==> src/rtl/seq_div_16by8.sv <==
// Sequential restoring divider: 2N-bit dividend by N-bit divisor, one quotient bit per cycle.
// Define DIV_ERR_CHECK_EN to short-circuit divide-by-zero and quotient overflow straight to DONE with flags.
module seq_div_16by8 #(
  parameter int N = 8
) (
  input  logic           clk,
  input  logic           rst_n,
  input  logic           start,
  input  logic [2*N-1:0] dividend,
  input  logic [N-1:0]   divisor,
  output logic           busy,
  output logic           done,
  output logic [N-1:0]   quotient,
  output logic [N-1:0]   remainder,
  output logic           div_by_zero,
  output logic           overflow
);

  localparam int CW = (N > 1) ? $clog2(N) : 1;

  localparam logic [1:0] IDLE = 2'd0;
  localparam logic [1:0] CALC = 2'd1;
  localparam logic [1:0] DONE = 2'd2;

  logic [1:0]    state;
  logic [N:0]    part_rem;
  logic [N-1:0]  low_bits;
  logic [N-1:0]  quo_work;
  logic [N-1:0]  div_reg;
  logic [CW-1:0] count;

  logic [N:0]    shifted;
  logic          ge;
  logic [N:0]    diff;
  logic          err_zero;
  logic          err_ovf;
  logic          accept;

  assign busy   = (state != IDLE);
  assign done   = (state == DONE);
  assign accept = (state == IDLE) && start;

  always_comb begin
    shifted = {part_rem[N-1:0], low_bits[N-1]};
    ge      = (shifted >= {1'b0, div_reg});
    diff    = shifted - {1'b0, div_reg};
  end

  always_comb begin
    err_zero = 1'b0;
    err_ovf  = 1'b0;
`ifdef DIV_ERR_CHECK_EN
    err_zero = (divisor == '0);
    err_ovf  = !err_zero && (dividend[2*N-1:N] >= divisor);
`endif
  end

  // Result registers only change on completion, so they hold across the next op's CALC phase.
  always_ff @(posedge clk or negedge rst_n) begin
    if (!rst_n) begin
      state     <= IDLE;
      part_rem  <= '0;
      low_bits  <= '0;
      quo_work  <= '0;
      div_reg   <= '0;
      count     <= '0;
      quotient  <= '0;
      remainder <= '0;
    end else begin
      case (state)
        IDLE: begin
          if (start) begin
            div_reg  <= divisor;
            part_rem <= {1'b0, dividend[2*N-1:N]};
            low_bits <= dividend[N-1:0];
            quo_work <= '0;
            count    <= '0;
            if (err_zero) begin
              quotient  <= '1;
              remainder <= dividend[N-1:0];
              state     <= DONE;
            end else if (err_ovf) begin
              quotient  <= '1;
              remainder <= '0;
              state     <= DONE;
            end else begin
              state <= CALC;
            end
          end
        end
        CALC: begin
          part_rem <= ge ? diff : shifted;
          low_bits <= {low_bits[N-2:0], 1'b0};
          quo_work <= {quo_work[N-2:0], ge};
          count    <= count + 1'b1;
          if (count == CW'(N - 1)) begin
            quotient  <= {quo_work[N-2:0], ge};
            remainder <= ge ? diff[N-1:0] : shifted[N-1:0];
            state     <= DONE;
          end
        end
        DONE:    state <= IDLE;
        default: state <= IDLE;
      endcase
    end
  end

`ifdef DIV_ERR_CHECK_EN
  logic dbz_q;
  logic ovf_q;

  // Every accepted start rewrites both flags, which clears them for a legal operation.
  always_ff @(posedge clk or negedge rst_n) begin
    if (!rst_n) begin
      dbz_q <= 1'b0;
      ovf_q <= 1'b0;
    end else if (accept) begin
      dbz_q <= err_zero;
      ovf_q <= err_ovf;
    end
  end

  assign div_by_zero = dbz_q;
  assign overflow    = ovf_q;
`else
  assign div_by_zero = 1'b0;
  assign overflow    = 1'b0;
`endif

endmodule

==> config.mk <==
export PLATFORM = sky130hd
export DESIGN_NAME = seq_div_16by8
export DESIGN_NICKNAME = d
export VERILOG_FILES = /design/src/rtl/seq_div_16by8.sv
export SDC_FILE = /design/constraint.sdc
export NUM_CORES = 1
export LEC_CHECK = 0
export CORE_MARGIN = 3
export CORE_UTILIZATION = 39
export CTS_CLUSTER_DIAMETER = 120
export CTS_CLUSTER_SIZE = 10
export DETAILED_ROUTE_END_ITERATION = 16
export PLACE_DENSITY = 0.7
export SYNTH_ARGS = -nofsm -noshare
export SYNTH_HDL_FRONTEND = slang
export SYNTH_SLANG_ARGS = --single-unit
==> constraint.sdc <==
create_clock -name clk -period 4 [get_ports clk]
set_clock_uncertainty 0.2 [all_clocks]
set_input_delay 0.8 -clock clk [delete_from_list [all_inputs] [get_ports clk]]
set_output_delay 0.8 -clock clk [all_outputs]
set_load 0.02 [all_outputs]
# ---- Word level (Yosys, flattened, before mapping)
# Index checks and enable logic that the tools add are counted.
# W data, S select, Z words.
dict set report totals {
  reg_bits 52
  latch_bits 0
  ram_bits 0
  rom_bits 0
  in_bits 27
  out_inout_bits 20
  wordCells 36
  memories 0
}
dict set report classes {
  add_sub_neg 2
  n_mul 0
  div_mod_pow 0
  magnitude_cmp 1
  eq_ne 5
  shifts 0
  n_mux 13
  n_bitwise 0
  reduce_logical 7
}
# cell count
set ops {}
lappend ops {{$mux W8} 4}
lappend ops {{$pmux W8 S2} 2}
lappend ops {{$pmux W7 S2} 1}
lappend ops {{$ge A9 B8 Y1} 1}
lappend ops {{$reduce_and A2 Y1} 4}
lappend ops {{$sub A8 B8 Y8} 1}
lappend ops {{$mux W7} 1}
lappend ops {{$pmux W3 S2} 1}
lappend ops {{$mux W2} 2}
lappend ops {{$ne A2 B2 Y1 const B} 2}
lappend ops {{$pmux W2 S2} 1}
lappend ops {{$reduce_bool A2 Y1} 2}
lappend ops {{$add A3 B1 Y3 const B} 1}
lappend ops {{$eq A3 B3 Y1 const B} 1}
lappend ops {{$mux W3} 1}
lappend ops {{$eq A2 B1 Y1 const B} 1}
lappend ops {{$eq A2 B2 Y1 const B} 1}
lappend ops {{$logic_not A2 Y1} 1}

# ---- Depth between registers and ports, before layout
# Gate-level depths: netlist (run 1).
dict set report depth {
  word_depth 3
  depth_mapped 8
  depth_no_buf 8
}

# ---- Worst setup path before layout (run 1)
# Ideal clock, no wire load.
dict set report synth_timing {
  path_type {reg-to-reg}
  from {register low_bits[7]}
  to {register part_rem[6]}
  setup_ns 0.087
  t_arrival_ns 1.869
  t_required_ns 3.713
  setup_slack_ns 1.844
  path_stages_with_launch 9
  n_path_buf 0
  period_less_slack_ns 2.156
  path_cell_list {dfrtp_1 -> inv_1 -> ha_1 -> fa_1 -> nand2b_1 -> a21boi_0 -> mux2i_1 -> o22ai_2 -> o211ai_1}
}
dict set report synth_between {
  elab_chain_len 3
  elab_cells_between_ends 4
  cone_classes {1 x add/sub; 1 x order compare; 2 x mux}
}
# element line_no
set synth_rtl {}
lappend synth_rtl {{start: declaration} 27} ;# logic [N-1:0] low_bits;
lappend synth_rtl {{start signal: assignment} 75} ;# low_bits <= dividend[N-1:0];
lappend synth_rtl {{start signal: assignment} 93} ;# low_bits <= {low_bits[N-2:0], 1'b0};
lappend synth_rtl {{$sub A8 B8 Y8 or $ge A9 B8 Y1 (tied branches)} {46, 45}}
lappend synth_rtl {{$mux W8 (*)} 92} ;# part_rem <= ge ? diff : shifted;
lappend synth_rtl {{$pmux W8 S2 (*)} 70} ;# case (state)
lappend synth_rtl {{end signal: assignment} 74} ;# part_rem <= {1'b0, dividend[2*N-1:N]};
lappend synth_rtl {{end signal: assignment} 92}
lappend synth_rtl {{end: declaration} 26} ;# logic [N:0] part_rem;
# Every way passes the cells marked *; elsewhere a longest branch is shown, timed or not.
# A chain may end at the register's enable or synchronous reset.

# ---- Final worst setup path (run 1)
dict set report layout_timing {
  from {register part_rem[3]}
  to {register remainder[4]}
}
dict set report layout_between {
  elab_chain_len 2
  elab_cells_between_ends 3
  cone_classes {1 x add/sub; 1 x order compare; 1 x mux}
}
# element line_no
set layout_rtl {}
lappend layout_rtl {{$sub A8 B8 Y8 or $ge A9 B8 Y1 (tied branches)} {46, 45}}
lappend layout_rtl {{$mux W8 (*)} 98} ;# remainder <= ge ? diff[N-1:0] : shifted[N-1:0];
lappend layout_rtl {{end signal: assignment} 80} ;# remainder <= dividend[N-1:0];
lappend layout_rtl {{end signal: assignment} 98}
lappend layout_rtl {{end: declaration} 14} ;# output logic [N-1:0] remainder,
# Marks and branches as above.

==> metrics list, run 1 <==
- Startpoint of the most critical setup path: part_rem[3]
- Using the TritonRoute via totals, the vias-per-cell ratio works out to 5.15.
- Internal power comes to 1.63 mW.
- Based on the critical path, the design can be clocked at up to 384 MHz.
- Source of the worst register-to-register timing path: part_rem[3]
* DRC: 0
* Post-synth top cells: nand2_1, dfrtp_1, o21ai_0
- At the pin with the least slew margin, the transition time is 803 ps.
- The top cell type by area accounts for 47.6% of the synthesized area.
- Number of max-capacitance violations reported: 0
* Most common flop cell mapped by yosys: dfrtp_1
- Clock slew at the register clock pins of the worst setup and hold paths: 100 ps
- The multi-input combinational cells in the finished layout cover a total of 1280 sq um.
- Core area: 6570 sq um
- Worst skew pair latency: 310 ps
- Detailed-placement wirelength estimate: 4330 um
* Number of antenna violations at the first check in global routing: 0
* Final clock period utilization by the worst path: 65.0%
- The final-report max-slew violation count is 0.
- The first detailed-routing pass took 4 iterations.
- Combinational logic is responsible for 58.3% of the overall power.
- Clock tree buffer depth: 2
- The worst hold path was traced through 2 stages.
* Reg-to-reg setup timing slack: 1400 ps
- Pleak: 1.50 nW
* Count of fill cells added during filler insertion: 650
- Maximum VDD drop: 296 uV
* Cell with the most instances after synthesis: nand2_1
- Post-synthesis compound-gate area fraction: 17.3%
* Worst Reg2Reg Path Length in Cells: 6
- For this run, the post-layout net count is 392.
- Critical R2R Capture: remainder[4]
* Die area: 8050 sq um
- The initialized floorplan defines 29 standard-cell rows.
- In this run the vertical extent of the chip is 89.7 um.
- The flow ran to the end, and the final reports show no timing, DRC or antenna violations.
* Proportion of synthesized chip area in sequential cells: 47.6%
- The tightest min-delay check is of the reg -> reg type.
* Total Negative Setup Slacks: 0 ps
* Post-synthesis cell area: 2730 sq um
- Of the total power, registers draw 31.6%.
* P per Cell Area: 913 nW/um^2
* Dominant combinational cell family by area after synthesis: simple AND/OR/NAND/NOR gates
- The routed layout has 2,306 vias.
- Share of synthesized cell area in and, or, nand and nor gates: 23.1%
- Hold violation count in the final report: 0
- Input and output buffers added on the ports amount to 44.
- Routed wire length: 6270 um
- STA puts the critical path data required time at 4030 ps.
* Clock Root Buffer: clkbuf_8
* First-pass GRT wire length: 10,500 um
- The worst setup path is captured at a flip-flop.
- Worst Path Class, Setup: reg -> reg
- TritonCTS Buffers: 5
- The clock network is responsible for 10.2% of the overall power.
- Measured against its own limit, the worst slew margin works out to 46.5%.
- Library cells used by synthesis: 41
- Switching power of the nets: 1.40 mW
* Antenna fix cells: 0
- CP endpoint: remainder[4]
- Total congestion overflow: 0
* Setup-failing EPs final: 0
- Cell type with the largest total area after synthesis: dfrtp_1
* Time the final worst path needs with I/O delays and setup: 2600 ps
- The number of global-route vias before repair was 2,095.
- In this run, the number of DRC markers left after iteration 0 of detailed routing was 184.
* Arrival time worst endpoint: 2630 ps
* Number of synthesized register bits: 52
* Yosys warns: 0
* Routability-driven placement congestion ratio: 0.863
* Setup repair after global routing missed its margin: false
- Area overhead of the layout relative to synthesis: 21.2%
- Net switching is 46.3% of the power.
- The synthesized netlist devotes 0.641% of its cell area to XOR and XNOR gates.
- TritonCTS built the clock tree.
* Fraction of final layout cells with drive strength greater than 1: 4.79%
- CTS Sinks: 52
* Number of top-level design ports: 47
* Multiplexer share of the synthesized area: 0.366%
* Area share of fa/ha/maj cells after synthesis: 5.31%
* Number of synthesized flops with an enable pin: 0
- For this design, the CTS-stage hold fixing added 0 buffers.
- Across the whole layout, storage elements account for 1300 sq um.
- The die is 89.7 um wide.
* Cells taking the most area after synthesis: dfrtp_1, nand2_1, o21ai_0
- In the final routed layout, each cell accounts on average for 14.0 um.
* CP startpoint kind: flip-flop
- Averaged over all synthesized cells, the footprint is 8.60 sq um.
- Power, Total: 3.03 mW
- Along the worst path, the maximum fanout reaches 14.
* Cell count after synthesis: 318
- Overall global routing resource usage: 15.7%
* Total of cells resized after clock tree synthesis: 0
- DRT antenna net count: 0
- Entering global routing, the biggest net connects 30 pins.
* Number of buffers added for setup after CTS: 0
* Async S/R FF share, synth: 100%
- The initial utilization of the core area, before any placement, comes to 41.6%.
* H-tree levels: 2
[worst min-delay path by stage]
stage	start	endpoint	slack, ps
CTS	quotient[3]	quotient[3]	290
global placement	quo_work[6]	quotient[7]	250
floorplan	quo_work[6]	quotient[7]	240
global route	quotient[1]	quotient[1]	320
detailed placement	quotient[3]	quotient[3]	260
finish	quotient[3]	quotient[3]	280
[stage by stage]
step                      instances  utilization [%]  cell area [sq um]  setup slack, ps  hold WS (ps)
final                           448             50.4               3310             1400           278
after global routing            448             50.4               3310             1280           319
after global placement          440             49.1               3220             1310           253
after detailed placement        440             49.1               3220             1250           262
after floorplan                 319                -               2740             1840           239
after CTS                       448             50.4               3310             1450           286
[worst max-delay path, cell delays in order (launching register included)]
cell and delay, ps:
dfrtp_1 430, ha_1 380, a21o_1 250, a31o_1 240, o221ai_2 550, a2bb2oi_1 220, o31ai_1 250
[cells by family after synthesis]
logic type,Yosys count
xor+xnor,2
other cells,1
simple gates,143
fa+ha+maj,11
flops,52
buf+inv,34
compound gates,74
mux,1
[layout by cell type (no fill, tap or decap), types with 2 or more instances in the layout]
master / instances
nand2_1: 78
nor2b_1: 2
or3_1: 3
o21ai_1: 2
nand4_1: 9
o211ai_1: 3
o2111ai_1: 3
clkbuf_8: 5
ha_1: 10
clkdlybuf4s50_1: 43
o21a_1: 2
a21oi_1: 13
and3_1: 7
a21o_1: 2
nand2b_1: 4
xor2_1: 2
nand3_1: 9
conb_1: 2
and2_1: 2
dfrtp_1: 52
o31ai_1: 5
o21ai_0: 26
a31oi_1: 10
inv_1: 13
nor2_1: 23
nor3_1: 3
buf_4: 5
[area by class of cell]
cell class / instances / share of cell area, %
sequential: 52 / 39.3
multi-input combinational: 233 / 38.7
timing repair buffer: 49 / 14.3
tap: 93 / 3.51
clock buffer: 5 / 2.08
inverter: 13 / 1.47
clock inverter: 3 / 0.642
[per-layer routing]
layer | track usage, % | share of wire, % | up-vias
met4 | 3.45 | 0.70 | 0
met1 | 23.0 | 49 | 1082
met2 | 23.9 | 46 | 58
met3 | 3.59 | 4.8 | 5
met5 | 0 | 0 | -
li1 | - | - | 1161
[power groups by stage]
| stage | Clock [mW] | Combinational [mW] | Sequential [mW] |
|---|---|---|---|
| global route | 0.340 | 1.97 | 0.990 |
| global placement | 0 | 1.71 | 0.956 |
| floorplan | 0 | 1.21 | 1.01 |
| CTS | 0.318 | 1.76 | 0.954 |
| detailed placement | 0 | 1.76 | 0.965 |
| finish | 0.308 | 1.76 | 0.955 |
(Power assumes the default switching activity.)
==> run 2, diff against run 1 <==
--- a/config.mk
+++ b/config.mk
@@ -10,7 +10,7 @@
 export CTS_CLUSTER_DIAMETER = 120
 export CTS_CLUSTER_SIZE = 10
 export DETAILED_ROUTE_END_ITERATION = 16
-export PLACE_DENSITY = 0.7
+export PLACE_DENSITY = 0.72
 export SYNTH_ARGS = -nofsm -noshare
 export SYNTH_HDL_FRONTEND = slang
 export SYNTH_SLANG_ARGS = --single-unit
==> constraint.sdc (replaced) <==
create_clock -name clk -period 2.3 [get_ports clk]
set_clock_uncertainty 0.2 [all_clocks]
set_input_delay 0.46 -clock clk [delete_from_list [all_inputs] [get_ports clk]]
set_output_delay 0.46 -clock clk [all_outputs]
set_load 0.02 [all_outputs]
==> run 2 against run 1 <==
Compared with the run above: routed wire length grew 6.4%; via count rose by 4.1%; total power up 98%; highest routed layer unchanged.
==> metrics list, run 2 (synthesis results as in run 1) <==
- The total DRC errors in the routed layout came to 0 (unchanged).
- The max-cap violation count came to 0 (unchanged).
- Run status: completed
- The number of CTS-inserted buffers was 5 (unchanged).
- Pre-CTS setup slack: 67.3 ps (-1190 ps)
- Die area: 8050 sq um (unchanged)
- Data required time at the worst endpoint: 2270 ps (-1760 ps)
* Number of global-route vias before repair: 2,262 (+8.0%)
- The cell sitting at the root of the clock tree is a clkbuf_8.
- Critical path's largest stage delay: 410 ps (-140 ps)
- Crit-path cells: ha_1 > a21o_1 > a31o_4 > o221a_4 > o2111ai_4 > o211ai_1
- The net total in the final layout came to 408 (+4.1%).
* Worst path setup slack after routing: 105 ps (-1290 ps)
* Clock tree buffer depth: 2 (unchanged)
- Post-Route Hold Slack: 277 ps (-0.443 ps)
* Routability-driven placement congestion ratio: 0.860 (-0.28%)
* Antenna fix cells: 0 (unchanged)
- Largest net degree at the start of global routing: 35 (+17%)
* Arrival time worst endpoint: 2170 ps (-460 ps)
- Final clock period utilization by the worst path: 95.4% (+30 points)
* Pleak: 1.62 nW (+8.0%)
* Detailed-placement wirelength estimate: 4760 um (+10%)
- The first-pass GRT wire length was 10,900 um (+3.9%).
- The floorplan core area came to 6570 sq um (unchanged).
- P per Cell Area: 1670 nW/um^2 (+83%)
* Number of top-level design ports: 47 (unchanged)
- Hold violation count in the final report: 0 (unchanged)
- The number of sinks handled by clock tree synthesis came to 52 (unchanged).
* CP startpoint kind: flip-flop
- The iteration-0 DRC count of the detailed router came to 189 (+2.7%).
- The critical path is of the reg -> reg type.
- Overall global routing resource usage: 16.2% (+0.47 points)
- H-tree levels: 2 (unchanged)
- Detailed-route vias per instance: 5.17 (+0.49%)
- Routed wire length: 6670 um (+6.4%)
* Average wire length per cell after detail routing: 14.4 um (+2.7%)
- Worst max-slew margin expressed relative to the limit: 60.4% (+14 points)
- The maximum fanout along the worst path was 7 (-7).
- The total congestion overflow after global routing was 0 (unchanged).
- STA classifies the critical path endpoint as a flip-flop.
* Drt first pass iters: 4 (unchanged)
- The clock period minus final worst setup slack is 2190 ps (-407 ps).
- Placed cell count: 453 (+3.0%)
- The slew of the pin with the lowest slew margin is 594 ps (-208 ps).
- The slowest stage of the critical path belongs to the cell dfrtp_1.
* Number of pins exceeding their max-slew limit in the final report: 0 (unchanged)
- Number of antenna violations at the first check in global routing: 0 (unchanged)
* Most frequent cells in the layout: nand2_1, dfrtp_1, clkdlybuf4s50_1, o21ai_0, nor2_1
- The worst path buffer plus inverter count is 0 (unchanged).
- The total number of vias was 2,400 (+4.1%).
- The worst hold path belongs to the class reg -> reg.
- Power, Total: 6.00 mW (+98%)
- The maximum clock rate came to 456 MHz (+19%).
* Most common cell after layout, fill and taps aside: nand2_1
- The final antenna-violating net count is 0 (unchanged).
* Cell family with the largest share of critical-path delay: compound AO/OA/AOI/OAI gates
- Clock slew at the register clock pins of the worst setup and hold paths: 90 ps (about the same)
- Setup repair after global routing left no endpoint under its margin.
* Initial core utilization: 41.6% (unchanged)
* Count of placed standard cells in the final layout, fillers left out: 464 (+3.6%)
- The number of setup violations in the final report came to 0 (unchanged).
- The number of rows in the core area was 29 (unchanged).
- The count of buffers from port buffering came to 44 (unchanged).
- Die span in y: 89.7 um (unchanged)
- From synthesis to final layout, the design area changed by 31.3%.
* Worst skew pair latency: 310 ps (about the same)
- The maximum vdd ir drop was 556 uV (+88%).
- Fraction of final layout cells with drive strength greater than 1: 11.6% (+6.8 points)
- The final total negative setup slack is 0 ps (unchanged).
- Clock tree from TritonCTS: done
- The number of filler instances in the final layout was 593 (-8.8%).
- Die outline width: 89.7 um (unchanged)
-- run 2: changes by cell type in the layout (fill, tap and decap cells not counted), moves of 2 or more --
cell | previous run | this run
buf_4 | 5 | 16
buf_12 | 0 | 3
ha_1 | 10 | 8
nor3_1 | 3 | 1
nor3_2 | 0 | 2
-- run 2: final cells by class --
cell class                      count  area (sq um)  area share, %
Sequential cell                    52          1300           36.3
Tap cell                           93           116           3.24
Clock inverter                      2          38.8           1.08
Timing Repair Buffer               64           626           17.4
Inverter                           13          48.8           1.36
Clock buffer                        6          82.6           2.30
Multi-Input combinational cell    234          1380           38.3
-- run 2: final timing paths --
path	startpoint	to	slack, ps	depth (start not counted)
setup / recovery	part_rem[3]	part_rem[7]	110	6
hold / removal	quotient[6]	quotient[6]	280	2
setup reg to reg	part_rem[3]	part_rem[7]	110	6
hold reg to reg	quotient[6]	quotient[6]	280	2
max in group asynchronous	rst_n	low_bits[7]	930	3
min in group asynchronous	rst_n	quotient[7]	430	2
-- run 2: worst min-delay path: stages, from the launching register on --
cell,delay [ps]
dfrtp_1,350
nand2_1,50
nand2_1,50
-- run 2: timing repair --
action,4_1_cts,5_1_grt
resized for setup,0,14
endpoints found under the setup margin,0,8
hold buffers,1,0
endpoints found under the hold margin,18,0
buffers inserted,0,1
-- run 2: through the flow --
stage / instance area [sq um] / utilization, %
6_report: 3590 / 54.6
5_1_grt: 3590 / 54.6
4_1_cts: 3490 / 53.1
3_5_place_dp: 3360 / 51.1
3_3_place_gp: 3360 / 51.1
2_1_floorplan: 2740 / -
-- run 2: layer usage --
metal	global-route usage [%]	up-vias	share of wire (%)
met5	0	-	0
met4	3.45	0	0.88
li1	-	1191	-
met1	22.0	1132	47
met3	3.01	6	5.0
met2	27.2	71	47
-- run 2: power by group --
group | internal (mW) | switching, mW | leakage [nW]
logic | 1.59 | 2.08 | 0.927
clock network | 0.356 | 0.317 | 0.0614
registers | 1.37 | 0.287 | 0.633
total | 3.31 | 2.69 | 1.62
==> run 3, diff against run 2 <==
--- a/config.mk
+++ b/config.mk
@@ -10,7 +10,7 @@
 export CTS_CLUSTER_DIAMETER = 120
 export CTS_CLUSTER_SIZE = 10
 export DETAILED_ROUTE_END_ITERATION = 16
-export PLACE_DENSITY = 0.72
+export DONT_BUFFER_PORTS = 1
 export SYNTH_ARGS = -nofsm -noshare
 export SYNTH_HDL_FRONTEND = slang
 export SYNTH_SLANG_ARGS = --single-unit
==> constraint.sdc (replaced) <==
create_clock -name clk -period 2.45 [get_ports clk]
set_clock_uncertainty 0.2 [all_clocks]
set_input_delay 0.49 -clock clk [delete_from_list [all_inputs] [get_ports clk]]
set_output_delay 0.49 -clock clk [all_outputs]
set_load 0.02 [all_outputs]
==> run 3 against run 2 <==
Compared with the run above: die area did not move; via count shrank 9.5%; cell count decreased by 11%; critical path depth stayed put.
==> metrics list, run 3 (synthesis results as in run 1) <==
- The run finished with clean final reports.
* Pre-CTS setup slack: 61.1 ps (-6.23 ps)
- Final nets: 356 (-13%)
* Startpoint of the most critical setup path: part_rem[3]
- The max-cap violation count is 0 (unchanged).
- Initial core utilization: 41.6% (unchanged)
- First-pass GRT wire length: 10,600 um (-2.7%)
- The worst reg-to-reg setup slack is 130 ps (+30 ps).
- Rows: 29 (unchanged)
- The data arrival at the endpoint of the critical path came to 2280 ps (+110 ps).
- Placed cell count: 402 (-11%)
* Cell family with the largest share of critical-path delay: compound AO/OA/AOI/OAI gates
- Count of buffers inserted at the top-level ports: 0 (-100%)
* Via total after detailed routing: 2,172 (-9.5%)
* Most common cell after layout, fill and taps aside: nand2_1
- Overall global routing resource usage: 16.1% (-0.15 points)
- Count of placed standard cells in the final layout, fillers left out: 412 (-11%)
* Clock tree from TritonCTS: done
- The insertion delay of the later-clocked pin in the worst-skew pair came to 300 ps (about the same).
- Total congestion overflow: 0 (unchanged)
- Number of global-route vias before repair: 2,196 (-2.9%)
- WP buf/inv: 0 (unchanged)
- Clock slew at the register clock pins of the worst setup and hold paths: 90 ps (about the same)
- The multi-input combinational cell area came to 1280 sq um (-6.6%).
* Design area: 2960 sq um (-17%)
- The highest cell delay on the worst timing path was 420 ps (about the same).
- Most frequent cells in the layout: nand2_1, dfrtp_1, o21ai_0, nor2_1
- The critical path is of the reg -> reg type.
- The final total negative setup slack was 0 ps (unchanged).
- The final-report max-slew violation count came to 0 (unchanged).
- Post-Route Hold Slack: 92.5 ps (-185 ps)
* Data required time at the worst endpoint: 2410 ps (+140 ps)
- Area overhead of the layout relative to synthesis: 8.42%
- Worst-path maximum fanout: 13 (+6)
- CTS placed an instance of clkbuf_8 at the clock tree root.
* Worst Reg2Reg Path Length in Cells: 6 (unchanged)
- Average wire length per cell after detail routing: 15.3 um (+6.3%)
* Register cell area after layout: 1300 sq um (unchanged)
* Setup repair after global routing missed its margin: false
- The number of sinks handled by clock tree synthesis was 52 (unchanged).
- Clock tree buffer depth: 2 (unchanged)
- Routability-driven placement congestion ratio: 0.918 (+6.7%)
- Setup-failing EPs final: 0 (unchanged)
* Die area: 8050 sq um (unchanged)
- The count of inserted antenna diode cells was 0 (unchanged).
- The clock period minus final worst setup slack came to 2320 ps (+124 ps).
* Critical R2R Capture: part_rem[7]
* CP startpoint kind: flip-flop
* TritonCTS Buffers: 5 (unchanged)
* DRC: 0 (unchanged)
- Number of buffers added for setup after CTS: 0 (unchanged)
- The maximum vdd ir drop was 508 uV (-8.7%).
* Pleak: 1.38 nW (-15%)
- The top-level port count was 47 (unchanged).
* Cell with the biggest individual delay on the critical path: dfrtp_1
* Worst path setup slack after routing: 131 ps (+25.6 ps)
* Fraction of final layout cells with drive strength greater than 1: 6.90% (-4.7 points)
* Number of antenna violations at the first check in global routing: 0 (unchanged)
- Routed wire length: 6300 um (-5.6%)
* Transition time at the pin with the least slew margin: 597 ps (+2.51 ps)
* H-tree levels: 2 (unchanged)
- The number of filler instances in the final layout came to 648 (+9.3%).
* Crit-path cells: ha_1 > a21o_1 > a31o_1 > o221a_4 > o2111ai_1 > o211ai_1
- The placed instance area was 2830 sq um (-16%).
- Source of the worst register-to-register timing path: part_rem[3]
* Largest net degree at the start of global routing: 53 (+51%)
* Upper clock frequency limit: 431 MHz (-5.4%)
* Drt first pass iters: 5 (+1)
- The die width came to 89.7 um (unchanged).
* Core area: 6570 sq um (unchanged)
* Detailed-placement wirelength estimate: 4590 um (-3.5%)
- Hold violation count in the final report: 0 (unchanged)
* P per Cell Area: 1600 nW/um^2 (-4.0%)
- Final clock period utilization by the worst path: 94.7% (-0.77 points)
- Crit. path cell count: 6 (unchanged)
- The tightest min-delay check is of the in -> reg type.
* Die span in y: 89.7 um (unchanged)
* Setup crit end kind: flip-flop
- Number of DRC markers after the initial detailed-route iteration: 151 (-20%)
- The via density per instance is 5.27 (+1.9%).
* DRT antenna net count: 0 (unchanged)
- The critical path ends at part_rem[7].
- The relative max-transition margin is 60.1% (-0.26 points).
## run 3: cell count changes in the layout (fill, tap and decap cells not counted), sizes merged
| cell | change |
|---|---|
| o221a | -1 |
| clkinv | -1 |
| buf | -8 |
| clkdlybuf4s50 | -43 |
| clkinvlp | +1 |
| clkbuf | +1 |
| bufinv | -1 |
## run 3: worst register-to-register path: cells and delay by family (launching register included)
family,cells,cell delay [ps]
AOI/OAI and AO/OA,5,1200
DFF,1,420
adders and majority gates,1,370
## run 3: report_power, final
part / total (mW) / leakage [nW] / switching [mW] / internal (mW)
combinational: 2.51 / 0.701 / 1.53 / 0.985
clock: 0.511 / 0.0445 / 0.281 / 0.230
sequential: 1.73 / 0.633 / 0.449 / 1.28
total: 4.76 / 1.38 / 2.26 / 2.50
## run 3: stage by stage
step | total power, mW | util [%]
global placement | 4.19 | 43.1
finish | 4.76 | 45.1
detailed placement | 4.23 | 43.1
CTS | 4.77 | 45.1
global route | 5.19 | 45.1
floorplan | 3.62 | -
## run 3: final cells by class
cell class | instances | area share (%)
clock buffer | 7 | 2.91
clock inverter | 1 | 0.253
inverter | 13 | 1.65
multi-input combinational | 233 | 43.3
sequential | 52 | 43.9
tap | 93 | 3.93
timing repair buffer | 13 | 4.05
## run 3: worst min path at each step
| stage | from | slack [ps] | cells past startpoint | end |
|---|---|---|---|---|
| after floorplan | rst_n | -6 | 0 | count[0] |
| after global placement | rst_n | -4 | 0 | quotient[7] |
| after detailed placement | rst_n | -4 | 0 | quo_work[5] |
| after CTS | divisor[0] | 80 | 2 | div_reg[0] |
| after global routing | divisor[2] | 90 | 2 | div_reg[2] |
| final | divisor[0] | 90 | 2 | div_reg[0] |
## run 3: timing repair
item / CTS / global route
hold endpoints to repair: 52 / 0
hold buffers: 2 / 0
resized for setup: 0 / 1
endpoints found under the setup margin: 0 / 2
## run 3: layer usage
metal	vias up	share of wire, %	GRT usage, %
met5	-	0	0
met4	0	0.79	3.45
met3	5	6.0	4.51
met2	61	46	26.5
met1	1021	47	21.1
li1	1085	-	-
